[src/rtl/aes_word_stream_adapter_pkg.sv]
// rtl/aes_word_stream_adapter_pkg.sv - shared constants, core FSM states and word helpers
// Purpose: word count of an AES block, the core-control state encoding, and
//          helpers that map a word index (0 = most significant) to a 32-bit slice.
// Ports:   none (package).
package aes_word_stream_adapter_pkg;

   localparam int AES_WORDS = 4;

   typedef enum logic [1:0] {
      C_IDLE  = 2'd0,
      C_START = 2'd1,
      C_WAIT  = 2'd2
   } core_state_e;

   // Word 0 is the most significant word of the 128-bit block.
   function automatic logic [31:0] word_sel(input logic [127:0] blk, input logic [1:0] idx);
      logic [31:0] w;
      case (idx)
         2'd0:    w = blk[127:96];
         2'd1:    w = blk[95:64];
         2'd2:    w = blk[63:32];
         default: w = blk[31:0];
      endcase
      return w;
   endfunction

   function automatic logic [127:0] word_put(input logic [127:0] blk, input logic [1:0] idx,
                                             input logic [31:0] w);
      logic [127:0] r;
      r = blk;
      case (idx)
         2'd0:    r[127:96] = w;
         2'd1:    r[95:64]  = w;
         2'd2:    r[63:32]  = w;
         default: r[31:0]   = w;
      endcase
      return r;
   endfunction

endpackage

[src/rtl/aes_word_unpacker.sv]
// rtl/aes_word_unpacker.sv - holds one 128-bit result and streams it out as four words
// Purpose: output buffer, word counter and downstream valid/ready handshake.
// Ports:   clk, rst_n       - clock, synchronous active-low reset
//          load_i/load_data_i - capture a new result (only issued while empty)
//          out_full_o        - result held, not yet fully drained
//          m_valid_o/m_data_o/m_last_o/m_ready_i - output word stream
module aes_word_unpacker
   import aes_word_stream_adapter_pkg::*;
(
   input  logic         clk,
   input  logic         rst_n,
   input  logic         load_i,
   input  logic [127:0] load_data_i,
   output logic         out_full_o,
   output logic         m_valid_o,
   output logic [31:0]  m_data_o,
   output logic         m_last_o,
   input  logic         m_ready_i
);

   logic [127:0] out_buf_q;
   logic [1:0]   out_cnt_q;
   logic         out_full_q;

   always_ff @(posedge clk) begin
      if (!rst_n) begin
         out_buf_q  <= '0;
         out_cnt_q  <= '0;
         out_full_q <= 1'b0;
      end else if (load_i) begin
         out_buf_q  <= load_data_i;
         out_cnt_q  <= '0;
         out_full_q <= 1'b1;
      end else if (out_full_q && m_ready_i) begin
         if (out_cnt_q == 2'(AES_WORDS - 1)) begin
            out_full_q <= 1'b0;
            out_cnt_q  <= '0;
         end else begin
            out_cnt_q <= out_cnt_q + 2'd1;
         end
      end
   end

   assign out_full_o = out_full_q;
   assign m_valid_o  = out_full_q;
   assign m_data_o   = word_sel(out_buf_q, out_cnt_q);
   assign m_last_o   = (out_cnt_q == 2'(AES_WORDS - 1));

endmodule

[src/rtl/aes_word_stream_adapter.sv]
// rtl/aes_word_stream_adapter.sv - 32-bit stream front end for a 128-bit start/ready AES core
// Purpose: packs input words into a block, loads the key, launches the core,
//          waits for its done pulse (with timeout) and hands the result to the unpacker.
// Ports:   clk, rst_n                        - clock, synchronous active-low reset
//          cfg_key_valid/word/ready           - key word stream, word 0 -> key[127:96]
//          cfg_enc_dec                        - mode, captured at launch
//          s_valid/s_data/s_ready             - input block word stream
//          m_valid/m_data/m_last/m_ready      - output block word stream
//          core_start/enc_dec/data_in/key_in  - to the AES core
//          core_data_out/core_ready           - from the AES core
//          busy, key_loaded, err              - status (err is sticky until reset)
module aes_word_stream_adapter
   import aes_word_stream_adapter_pkg::*;
#(
   parameter int TIMEOUT_CYC = 1023
) (
   input  logic         clk,
   input  logic         rst_n,
   input  logic         cfg_key_valid,
   input  logic [31:0]  cfg_key_word,
   output logic         cfg_key_ready,
   input  logic         cfg_enc_dec,
   input  logic         s_valid,
   input  logic [31:0]  s_data,
   output logic         s_ready,
   output logic         m_valid,
   output logic [31:0]  m_data,
   output logic         m_last,
   input  logic         m_ready,
   output logic         core_start,
   output logic         core_enc_dec,
   output logic [127:0] core_data_in,
   output logic [127:0] core_key_in,
   input  logic [127:0] core_data_out,
   input  logic         core_ready,
   output logic         busy,
   output logic         key_loaded,
   output logic         err
);

   localparam int            TW        = $clog2(TIMEOUT_CYC + 1);
   localparam logic [TW-1:0] TIMEOUT_V = TW'(TIMEOUT_CYC);

   logic          alive_q;
   logic [127:0]  in_buf_q;
   logic [1:0]    in_cnt_q;
   logic          in_full_q;
   logic [127:0]  key_q;
   logic [1:0]    key_cnt_q;
   logic          key_loaded_q;
   core_state_e   state_q;
   logic          core_start_q;
   logic          core_enc_dec_q;
   logic [127:0]  core_data_in_q;
   logic          busy_q;
   logic          err_q;
   logic          core_ready_q;
   logic [TW-1:0] timer_q;
   logic [TW-1:0] timer_d;

   logic in_accept;
   logic key_accept;
   logic core_rise;
   logic launch;
   logic out_load;
   logic out_full;

   // alive_q keeps both ready outputs low in the cycle right after reset.
   assign s_ready       = alive_q && !in_full_q;
   assign cfg_key_ready = alive_q && (state_q == C_IDLE) && !core_start_q;
   assign in_accept     = s_valid && s_ready;
   assign key_accept    = cfg_key_valid && cfg_key_ready;
   assign core_rise     = core_ready && !core_ready_q;
   assign timer_d       = timer_q + TW'(1);
   assign out_load      = (state_q == C_WAIT) && core_rise;

   // A key word landing on the launch edge would change the key under a
   // running operation, so launch waits for a cycle without key traffic.
   assign launch = (state_q == C_IDLE) && in_full_q && key_loaded_q && !out_full && !key_accept;

   always_ff @(posedge clk) begin
      if (!rst_n) begin
         alive_q   <= 1'b0;
         in_buf_q  <= '0;
         in_cnt_q  <= '0;
         in_full_q <= 1'b0;
      end else begin
         alive_q <= 1'b1;
         if (in_accept) begin
            in_buf_q <= word_put(in_buf_q, in_cnt_q, s_data);
            in_cnt_q <= in_cnt_q + 2'd1;
            if (in_cnt_q == 2'(AES_WORDS - 1)) begin
               in_full_q <= 1'b1;
            end
         end else if (state_q == C_START) begin
            in_full_q <= 1'b0;
         end
      end
   end

   always_ff @(posedge clk) begin
      if (!rst_n) begin
         key_q        <= '0;
         key_cnt_q    <= '0;
         key_loaded_q <= 1'b0;
      end else if (key_accept) begin
         key_q     <= word_put(key_q, key_cnt_q, cfg_key_word);
         key_cnt_q <= key_cnt_q + 2'd1;
         if (key_cnt_q == 2'd0) begin
            key_loaded_q <= 1'b0;
         end
         if (key_cnt_q == 2'(AES_WORDS - 1)) begin
            key_loaded_q <= 1'b1;
         end
      end
   end

   // Block and mode are captured on entry to C_START so they are already
   // stable on the core inputs while core_start is high.
   always_ff @(posedge clk) begin
      if (!rst_n) begin
         state_q        <= C_IDLE;
         core_start_q   <= 1'b0;
         core_enc_dec_q <= 1'b0;
         core_data_in_q <= '0;
         busy_q         <= 1'b0;
         err_q          <= 1'b0;
         core_ready_q   <= 1'b0;
         timer_q        <= '0;
      end else begin
         core_ready_q <= core_ready;
         case (state_q)
            C_IDLE: begin
               if (launch) begin
                  state_q        <= C_START;
                  core_start_q   <= 1'b1;
                  core_data_in_q <= in_buf_q;
                  core_enc_dec_q <= cfg_enc_dec;
               end
            end
            C_START: begin
               state_q      <= C_WAIT;
               core_start_q <= 1'b0;
               busy_q       <= 1'b1;
               timer_q      <= '0;
            end
            C_WAIT: begin
               // A done pulse wins over a timeout in the same cycle.
               if (core_rise) begin
                  state_q <= C_IDLE;
                  busy_q  <= 1'b0;
               end else if (timer_d == TIMEOUT_V) begin
                  state_q <= C_IDLE;
                  busy_q  <= 1'b0;
                  err_q   <= 1'b1;
               end else begin
                  timer_q <= timer_d;
               end
            end
            default: begin
               state_q      <= C_IDLE;
               core_start_q <= 1'b0;
               busy_q       <= 1'b0;
            end
         endcase
      end
   end

   aes_word_unpacker u_unpacker (
      .clk         (clk),
      .rst_n       (rst_n),
      .load_i      (out_load),
      .load_data_i (core_data_out),
      .out_full_o  (out_full),
      .m_valid_o   (m_valid),
      .m_data_o    (m_data),
      .m_last_o    (m_last),
      .m_ready_i   (m_ready)
   );

   assign core_start   = core_start_q;
   assign core_enc_dec = core_enc_dec_q;
   assign core_data_in = core_data_in_q;
   assign core_key_in  = key_q;
   assign busy         = busy_q;
   assign key_loaded   = key_loaded_q;
   assign err          = err_q;

endmodule

[config.mk]
export PLATFORM = sky130hd
export DESIGN_NAME = aes_word_stream_adapter
export DESIGN_NICKNAME = d
export VERILOG_FILES = /design/src/rtl/aes_word_stream_adapter_pkg.sv /design/src/rtl/aes_word_unpacker.sv /design/src/rtl/aes_word_stream_adapter.sv
export SDC_FILE = /design/constraint.sdc
export NUM_CORES = 1
export LEC_CHECK = 0
export ABC_AREA = 1
export BUFFER_PORTS_ARGS = -buffer_cell sky130_fd_sc_hd__clkbuf_2
export CORE_ASPECT_RATIO = 0.8
export CORE_MARGIN = 2
export CORE_UTILIZATION = 40
export CTS_CLUSTER_DIAMETER = 200
export DETAILED_ROUTE_END_ITERATION = 12
export PLACE_DENSITY_LB_ADDON = 0.25
export SLEW_MARGIN = 25
export SYNTH_ARGS = -nofsm -noshare
export SYNTH_HDL_FRONTEND = slang
export SYNTH_SLANG_ARGS = --single-unit
[constraint.sdc]
create_clock -name clk -period 3.1 [get_ports clk]
set_input_delay 0.62 -clock clk [delete_from_list [all_inputs] [get_ports clk]]
set_output_delay 0.62 -clock clk [all_outputs]
set_load 0.1 [all_outputs]
==> results of run 1 <==
flip-flops by register name (all words and copies together), names as in the netlist:
register              flops
u_unpacker.m_valid_o      1
u_unpacker.out_buf_q    128
key_loaded                1
u_unpacker.out_cnt_q      2
core_start                1
key_cnt_q                 2
in_buf_q                128
core_ready_q              1
in_full_q                 1
busy                      1
core_key_in             128
core_data_in            128
alive_q                   1
err                       1
core_enc_dec              1
state_q                   2
timer_q                  10
in_cnt_q                  2
how the worst max path moves through the flow:
stage / endpoint / slack, ps / cells past startpoint
after floorplan: m_data[0] / -270 / 5
after global placement: core_key_in[71]$_SDFFE_PN0P_ / 830 / 6
after detailed placement: core_key_in[106]$_SDFFE_PN0P_ / 800 / 6
after CTS: m_data[5] / 150 / 6
after global routing: m_data[7] / 60 / 6
final: m_data[5] / 200 / 6
metrics by stage:
stage	std cells	setup slack [ps]	power, µW	setup TNS [ps]
4_1_cts	3631	153	15000	0
5_1_grt	3633	55.2	15400	0
6_report	3633	195	14800	0
3_3_place_gp	3531	827	8180	0
3_5_place_dp	3531	796	8200	0
2_1_floorplan	2525	-270	7860	-270
layout make-up:
cell class                      instances  area (µm²)
Antenna cell                            2        5.00
Clock inverter                         26         325
Clock buffer                           74        1530
Sequential cell                       539       10800
Tap cell                              675         845
Fill cell                            4699       23800
Timing Repair Buffer                  533        3360
Inverter                              144         551
Multi-Input combinational cell       1640        8160
worst min-delay path, stage by stage:
cell and delay [ps]:
clkbuf_2 100, nand2_1 50, inv_1 40
routing by layer:
layer	vias to the layer above	GRT usage, %
met4	2	7.73
met1	8667	30.7
met5	-	0
met3	117	5.31
li1	9164	-
met2	591	36.5
cells by family (layout without fill, tap and decap cells):
kind of cell	Yosys count	count (layout)
other cells	0	2
flops	539	539
fa+ha+maj	16	16
compound gates	832	832
xor+xnor	1	1
simple gates	791	791
buf+inv	346	777
layout by cell type (no fill, tap or decap), types with 2 or more instances in the layout:
master / netlist / layout
buf_12: 0 / 41
a21oi_1: 422 / 422
ha_1: 16 / 16
clkbuf_8: 0 / 9
nand3_2: 5 / 5
dfxtp_1: 539 / 539
diode_2: 0 / 2
bufinv_16: 0 / 6
a21oi_2: 2 / 2
nand2_2: 3 / 6
inv_1: 140 / 139
clkbuf_2: 0 / 462
clkinv_2: 0 / 14
nor2_1: 351 / 351
clkbuf_16: 0 / 55
a211oi_1: 2 / 2
o21ai_0: 372 / 372
nor2_2: 3 / 3
a31oi_4: 0 / 29
clkbuf_1: 154 / 11
buf_4: 13 / 29
clkinv_8: 0 / 2
clkinv_4: 0 / 2
nor3_1: 4 / 4
inv_6: 0 / 2
nand4_1: 2 / 2
nand2_1: 262 / 258
a31oi_2: 0 / 3
clkinvlp_4: 0 / 2
nand3_1: 159 / 159
synth_stat cells (all sizes together):
cell and number:
buf 48, o21ai 372, nor3 4, a211oi 2, o21a 1, nor4 1, nand3b 1, nand4 2
ha 16, inv 143, clkinv 1, o21bai 1, dfxtp 539, a21oi 424, clkbuf 154, nand3 164
a31oi 32, nor2 354, nand2 265, xor2 1
where the power goes:
group | switching, µW | internal [µW]
logic | 745 | 241
registers | 41.3 | 7020
clock network | 2790 | 3970
total | 3580 | 11200
==> flow_summary.toml, run 1 <==
[placement]
hpwl_mm = 41.5
io_buffers = 495
dpl-instance-area_um2 = 23700
place.gp.congestion = 0.881

[critical_path]
crit_fanout = 24
crit_chain = "inv_1, ha_1, buf_12, a21oi_1, a31oi_4, buf_12"
critPathCaptureType = "output pin"
critPathMaxStageDelay_ps = 410
r2r_cells = 6
path_delay_family = "buffers and inverters"
r2r_slack_ps = 820
timing.rr.end = "core_key_in[59]$_SDFFE_PN0P_"
crit_type = "register to output pin"
crit_slowest_cell = "dfxtp_1"
cp.arrival_ps = 2280
timing.rr.start = "core_start$_SDFFE_PN0P_"
crit_top_cell = "buf_12"
critPathBufInv = 3
worstPathRequired_ps = 2480
critPathLaunchType = "register"
worstSetupStartpoint = "u_unpacker.out_cnt_q[0]$_SDFFE_PP0P_"

[hold_path]
whs_path_depth = 3
hp-class = "primary input to register"
whs_endpoint = "core_ready_q$_SDFF_PN0_"
min-delay-start = "core_ready"

[global_route]
grt_pass1_wl_mm = 95.7
first_global_vias = 17500
grt_max_degree = 175
gr-usage-all-layers_pct = 23.0
overflow = 0
antenna_found_initial = 3

[job]
cap_violations = 0

[clock_network]
clock_tree.root_cell = "clkbuf_16"
cts_resized = 0
insertion_delay_ps = 590
cts_sinks = 539
cts_inserted_buffers = 54
postCtsHoldBufs = 0
post_cts_buffers = 0
clk_transition_reported_paths_ps = 60
cts_tree = "yes"
cts_buffer_depth = 3
h-tree-depth = 2

[routing]
wl_met3_mm = 4.46
avgRoutedWirePerCell_um = 16.9
drtIter0Drc = 1265
final_antenna_net_count = 0
wl_met1_mm = 26.8
highest_layer = "met5"
drc = 0
routed_wl_mm = 61.2
via_count = 18500
wl_met2_mm = 28.2
viasPerCell = 5.10
drt_pass1_iterations = 6

[yosys]
synthMuxAreaShare_pct = 0
synth_compound_area_share_pct = 21.3
synth_nets = 2740
synth-seq-cells = 539
yosys.cell_types.count = 28
synth_top_family_by_area = "compound AO/OA/AOI/OAI gates"
synthAdderAreaFrac_pct = 1.01
yosys.area.top_type_share_pct = 54.3
synth_cells = 2525
ys.warnings.count = 0
avgSynthCellArea_um2 = 7.87
synth_area_leader_cell = "dfxtp_1"
synth-simple-area-share_pct = 16.3
synth_area_leaders = "dfxtp_1 54%, a21oi_1 11%, o21ai_0 9.4%"
synth_area_um2 = 19900
synth_xor_area_share_pct = 0.0441
seq_area_frac_synth_pct = 54.3

[sta]
max_slew_margin_pct = 53.1
fin_crit_ps = 2900
clock_skew_ps = 14.0
holdWs_ps = 248
slew_viol_final = 0
setup_viol = 0
post-route-period-util_pct = 93.7
max_freq_ghz = 0.344
rsz0062_at_grt = "no"
hold_viol_final = 0
tightest_slew_ps = 703

[layout]
final_nets = 3127
final_core_util_pct = 51.7
drive_above_1_share_pct = 22.9
final_area_um2 = 25600
area_growth_pct = 28.6

[power_and_ir_drop]
ir_worst_vdd_uv = 490
powerDensity_nw_per_um2 = 579
power.leakage_uw = 0.0101

[die]
die_h_um = 203
fp.dieW_um = 253
ioPinCount = 496
row_count = 73
core_um2 = 49400
die_area_um2 = 51500
start_util_pct = 40.2

[run_status]
status = "completed"
No activity file was read; power rests on OpenSTA's default activity.
==> run 2: changes to the inputs <==
--- a/config.mk
+++ b/config.mk
@@ -12,6 +12,7 @@
 export CORE_UTILIZATION = 40
 export CTS_CLUSTER_DIAMETER = 200
 export DETAILED_ROUTE_END_ITERATION = 12
+export MAX_ROUTING_LAYER = met4
 export PLACE_DENSITY_LB_ADDON = 0.25
 export SLEW_MARGIN = 25
 export SYNTH_ARGS = -nofsm -noshare
==> flow_summary.toml, run 2 (synthesis results as in run 1) <==
[sta]
post-route-period-util_pct = 92.6
setup_viol = 0
hold_viol_final = 0
slew_viol_final = 0
tightest_slew_ps = 694
rsz0062_at_grt = "no"
max_slew_margin_pct = 53.8
fin_crit_ps = 2870
holdWs_ps = 216
max_freq_ghz = 0.348
clock_skew_ps = 28.1

[power_and_ir_drop]
combPwrFrac_pct = 6.7
p_int_uw = 11300
power.leakage_uw = 0.0102
total_power_uw = 14900
powerDensity_nw_per_um2 = 582
sequentialPowerShare_pct = 47.3
ir_worst_vdd_uv = 438
power_switching_uw = 3580
p_sw_share_pct = 24.0
pwr-share-clk_pct = 46.0

[placement]
io_buffers = 495
place.gp.congestion = 0.896
hpwl_mm = 42.0

[clock_network]
cts_tree = "yes"
cts_buffer_depth = 3
postCtsHoldBufs = 0
clk_transition_reported_paths_ps = 60
post_cts_buffers = 0
cts_resized = 0
cts_inserted_buffers = 54
h-tree-depth = 2
cts_sinks = 539
insertion_delay_ps = 600
clock_tree.root_cell = "clkbuf_16"

[critical_path]
critPathMaxStageDelay_ps = 390
critPathCaptureType = "output pin"
critPathBufInv = 3
crit_fanout = 24
crit_top_cell = "buf_12"
worstPathRequired_ps = 2480
path_delay_family = "buffers and inverters"
critPathLaunchType = "register"
crit_slowest_cell = "dfxtp_1"
crit_chain = "inv_1, ha_1, buf_12, a21oi_1, a31oi_4, buf_12"
cp.arrival_ps = 2250
crit_type = "register to output pin"

[layout]
layout_common_cells = "539 x dfxtp_1, 462 x clkbuf_2, 422 x a21oi_1"
area_growth_pct = 28.9
final_common_cell = "dfxtp_1"
drive_above_1_share_pct = 23.1
final_nets = 3132

[die]
row_count = 73
die_area_um2 = 51500
core_um2 = 49400
start_util_pct = 40.2
die_h_um = 203
fp.dieW_um = 253
ioPinCount = 496

[routing]
drc = 0
final_antenna_net_count = 0
drtIter0Drc = 1286
routed_wl_mm = 61.8
drt_pass1_iterations = 5
avgRoutedWirePerCell_um = 17.0
viasPerCell = 5.14
via_count = 18700

[global_route]
antenna_found_initial = 3
first_global_vias = 17700
gr-usage-all-layers_pct = 23.8
overflow = 0
grt_pass1_wl_mm = 96.2
grt_max_degree = 155

[job]
cap_violations = 0

[run_status]
status = "completed"

[hold_path]
hp-class = "primary input to register"
[run 2: path summary, 6_finish.rpt]
check,cells after the start,from,slack (ps),to
setup / recovery,6,u_unpacker.out_cnt_q[0]$_SDFFE_PP0P_,230,m_data[11]
hold / removal,3,core_ready,220,core_ready_q$_SDFF_PN0_
setup reg to reg,8,alive_q$_DFF_P_,850,in_buf_q[71]$_SDFFE_PN0P_
hold reg to reg,2,in_buf_q[78]$_SDFFE_PN0P_,450,core_data_in[78]$_SDFFE_PN0P_
[run 2: worst reg2reg max path, cell delays in order (launching register included)]
cell and delay, ps:
dfxtp_1 310, inv_1 60, nor2_1 140, nand2_1 160, inv_2 370, nand2_2 460
buf_4 370, o21ai_0 190, a21oi_1 70
[run 2: cell type report]
cell class,count,area [µm²]
diodes,4,10.0
clock buffers,78,1590
clock inverters,22,293
fillers,4623,23800
inverters,144,551
multi-input cells,1640,8160
flip-flops and latches,539,10800
well taps,675,845
repair buffers,538,3390
[run 2: power groups by stage]
stage          clock network, µW  registers, µW  logic, µW
2_1_floorplan                  0           7470        385
3_3_place_gp                   0           7210        980
3_5_place_dp                   0           7220        989
4_1_cts                     7000           7060        996
5_1_grt                     7250           7070       1080
6_report                    6860           7070        997
[run 2: routing by layer]
| layer | wire length, µm | vias to the layer above | track usage [%] |
|---|---|---|---|
| met3 | 4280 | 120 | 4.76 |
| met2 | 28500 | 639 | 37.0 |
| met5 | 0 | - | - |
| li1 | - | 9178 | - |
| met4 | 2070 | 0 | 9.45 |
| met1 | 27000 | 8758 | 30.5 |
[run 2: through the flow]
step                setup TNS [ps]  std cells  setup slack, ps  cell area, µm²  utilization, %
floorplan                     -270       2525             -270           20300               -
global placement                 0       3536              794           23700            48.0
detailed placement               0       3536              694           23700            48.0
CTS                              0       3636              190           25600            51.8
global route                     0       3639             99.5           25600            51.9
finish                           0       3640              230           25600            51.9
==> run 3: changes to the inputs <==
--- a/config.mk
+++ b/config.mk
@@ -14,6 +14,7 @@
 export DETAILED_ROUTE_END_ITERATION = 12
 export MAX_ROUTING_LAYER = met4
 export PLACE_DENSITY_LB_ADDON = 0.25
+export SETUP_SLACK_MARGIN = 0.4
 export SLEW_MARGIN = 25
 export SYNTH_ARGS = -nofsm -noshare
 export SYNTH_HDL_FRONTEND = slang
==> constraint.sdc (replaced) <==
create_clock -name clk -period 3.1 [get_ports clk]
set_input_delay 0.465 -clock clk [delete_from_list [all_inputs] [get_ports clk]]
set_output_delay 0.465 -clock clk [all_outputs]
set_load 0.1 [all_outputs]
==> flow_summary.toml, run 3 (synthesis results as in run 1) <==
[layout]
fill_cells = 4620
seqCellArea_um2 = 10800
layout_common_cells = "537 x dfxtp_1, 462 x clkbuf_2, 394 x a21oi_1"
area_growth_pct = 28.8
final_core_util_pct = 51.8
multi_input_area_um2 = 8300
drive_above_1_share_pct = 24.2
final_nets = 3130
final_common_cell = "dfxtp_1"

[routing]
drc = 0
viasPerCell = 5.15
final_antenna_net_count = 0
via_count = 18700
avgRoutedWirePerCell_um = 17.0
drt_pass1_iterations = 5
drtIter0Drc = 1453
routed_wl_mm = 61.7

[sta]
post-route-period-util_pct = 84.3
clock_skew_ps = 20.4
final.setup.tns_ps = 0
fin_crit_ps = 2610
slew_viol_final = 0
max_freq_ghz = 0.383
setup_ws_ps = 487
rsz0062_at_grt = "no"
hold_viol_final = 0
holdWs_ps = 72.0
max_slew_margin_pct = 40.5
tightest_slew_ps = 889
setup_viol = 0

[critical_path]
critPathBufInv = 3
crit_type = "register to output pin"
critPathMaxStageDelay_ps = 390
crit_slowest_cell = "dfxtp_2"
worstPathRequired_ps = 2630
path_delay_family = "buffers and inverters"
critPathCaptureType = "output pin"
crit_chain = "inv_1, ha_1, buf_12, a21oi_1, a31oi_4, clkbuf_8"
cp.arrival_ps = 2150
critPathLaunchType = "register"
crit_fanout = 16

[clock_network]
cts_tree = "yes"
postCtsHoldBufs = 0
clk_transition_reported_paths_ps = 60
clock_tree.root_cell = "clkbuf_16"
cts_inserted_buffers = 53
cts_buffer_depth = 3
insertion_delay_ps = 610
cts_sinks = 539
h-tree-depth = 2

[placement]
io_buffers = 495
place_worst_setup_slack_ps = 622
place.gp.congestion = 0.871
hpwl_mm = 41.0

[global_route]
first_global_vias = 17400
grt_max_degree = 188
gr-usage-all-layers_pct = 23.3
overflow = 0
grt_pass1_wl_mm = 94.5
grtUsageMet3_pct = 5.81
gr-usage-met2_pct = 35.3
antenna_found_initial = 1
grt.busiest_layer = "met2"
met1_usage_pct = 30.5

[job]
cap_violations = 0

[hold_path]
hp-class = "primary input to register"

[die]
ioPinCount = 496
fp.dieW_um = 253
row_count = 73
start_util_pct = 40.2
die_h_um = 203
die_area_um2 = 51500
core_um2 = 49400

[power_and_ir_drop]
powerDensity_nw_per_um2 = 589
power.leakage_uw = 0.0102
ir_worst_vdd_uv = 427

[run_status]
status = "completed"
-- run 3: cell types whose count changed in the layout (fill, tap and decap cells not counted), sizes merged --
cell | previous run | this run
buf | 75 | 51
bufinv | 6 | 8
clkbuf | 541 | 563
clkinv | 15 | 12
diode | 4 | 1
-- run 3: metal layers --
metal  up-vias  wire, µm
met4         0      1760
met3       113      4770
met5         -         0
met1      8845     27500
li1       9177         -
met2       593     27700
-- run 3: where the power goes --
group / total, µW / switching (µW) / internal (µW)
registers: 7060 / 40.1 / 7020
logic: 990 / 743 / 247
clock network: 7020 / 2800 / 4220
-- run 3: cell type report --
type	count	share of cell area (%)
Clock inverter	21	1.32
Antenna cell	1	0.00977
Sequential cell	539	42.2
Inverter	144	2.15
Timing Repair Buffer	537	12.5
Tap cell	675	3.30
Multi-Input combinational cell	1640	32.4
Clock buffer	77	6.20
-- run 3: what timing repair did --
action / CTS / global route
setup buffers: 1 / 2
gates resized for setup: 65 / 41
pin swaps: 1 / 1
endpoints found under the setup margin: 32 / 30
cloned: 0 / 1
hold endpoints to repair: 0 / 0
-- run 3: per-stage QoR --
step	total power [µW]	area [µm²]	cells
final	15100	25600	3634
after global routing	15600	25600	3633
after CTS	15200	25400	3630
after detailed placement	8200	23200	3531
after global placement	8190	23200	3531
after floorplan	7860	20300	2525
-- run 3: worst paths after layout --
kind                                        startpoint                            end  slack, ps  cells after the start
setup reg to reg                       alive_q$_DFF_P_      in_buf_q[14]$_SDFFE_PN0P_        860                      9
hold reg to reg              in_buf_q[60]$_SDFFE_PN0P_  core_data_in[60]$_SDFFE_PN0P_        450                      2
hold / removal                              core_ready        core_ready_q$_SDFF_PN0_         70                      3
setup / recovery  u_unpacker.out_cnt_q[0]$_SDFFE_PP0P_                     m_data[19]        490                      6
-- run 3: tightest hold or removal path: stages --
cell and delay [ps]:
clkbuf_2 90, nand2_1 40, inv_1 40
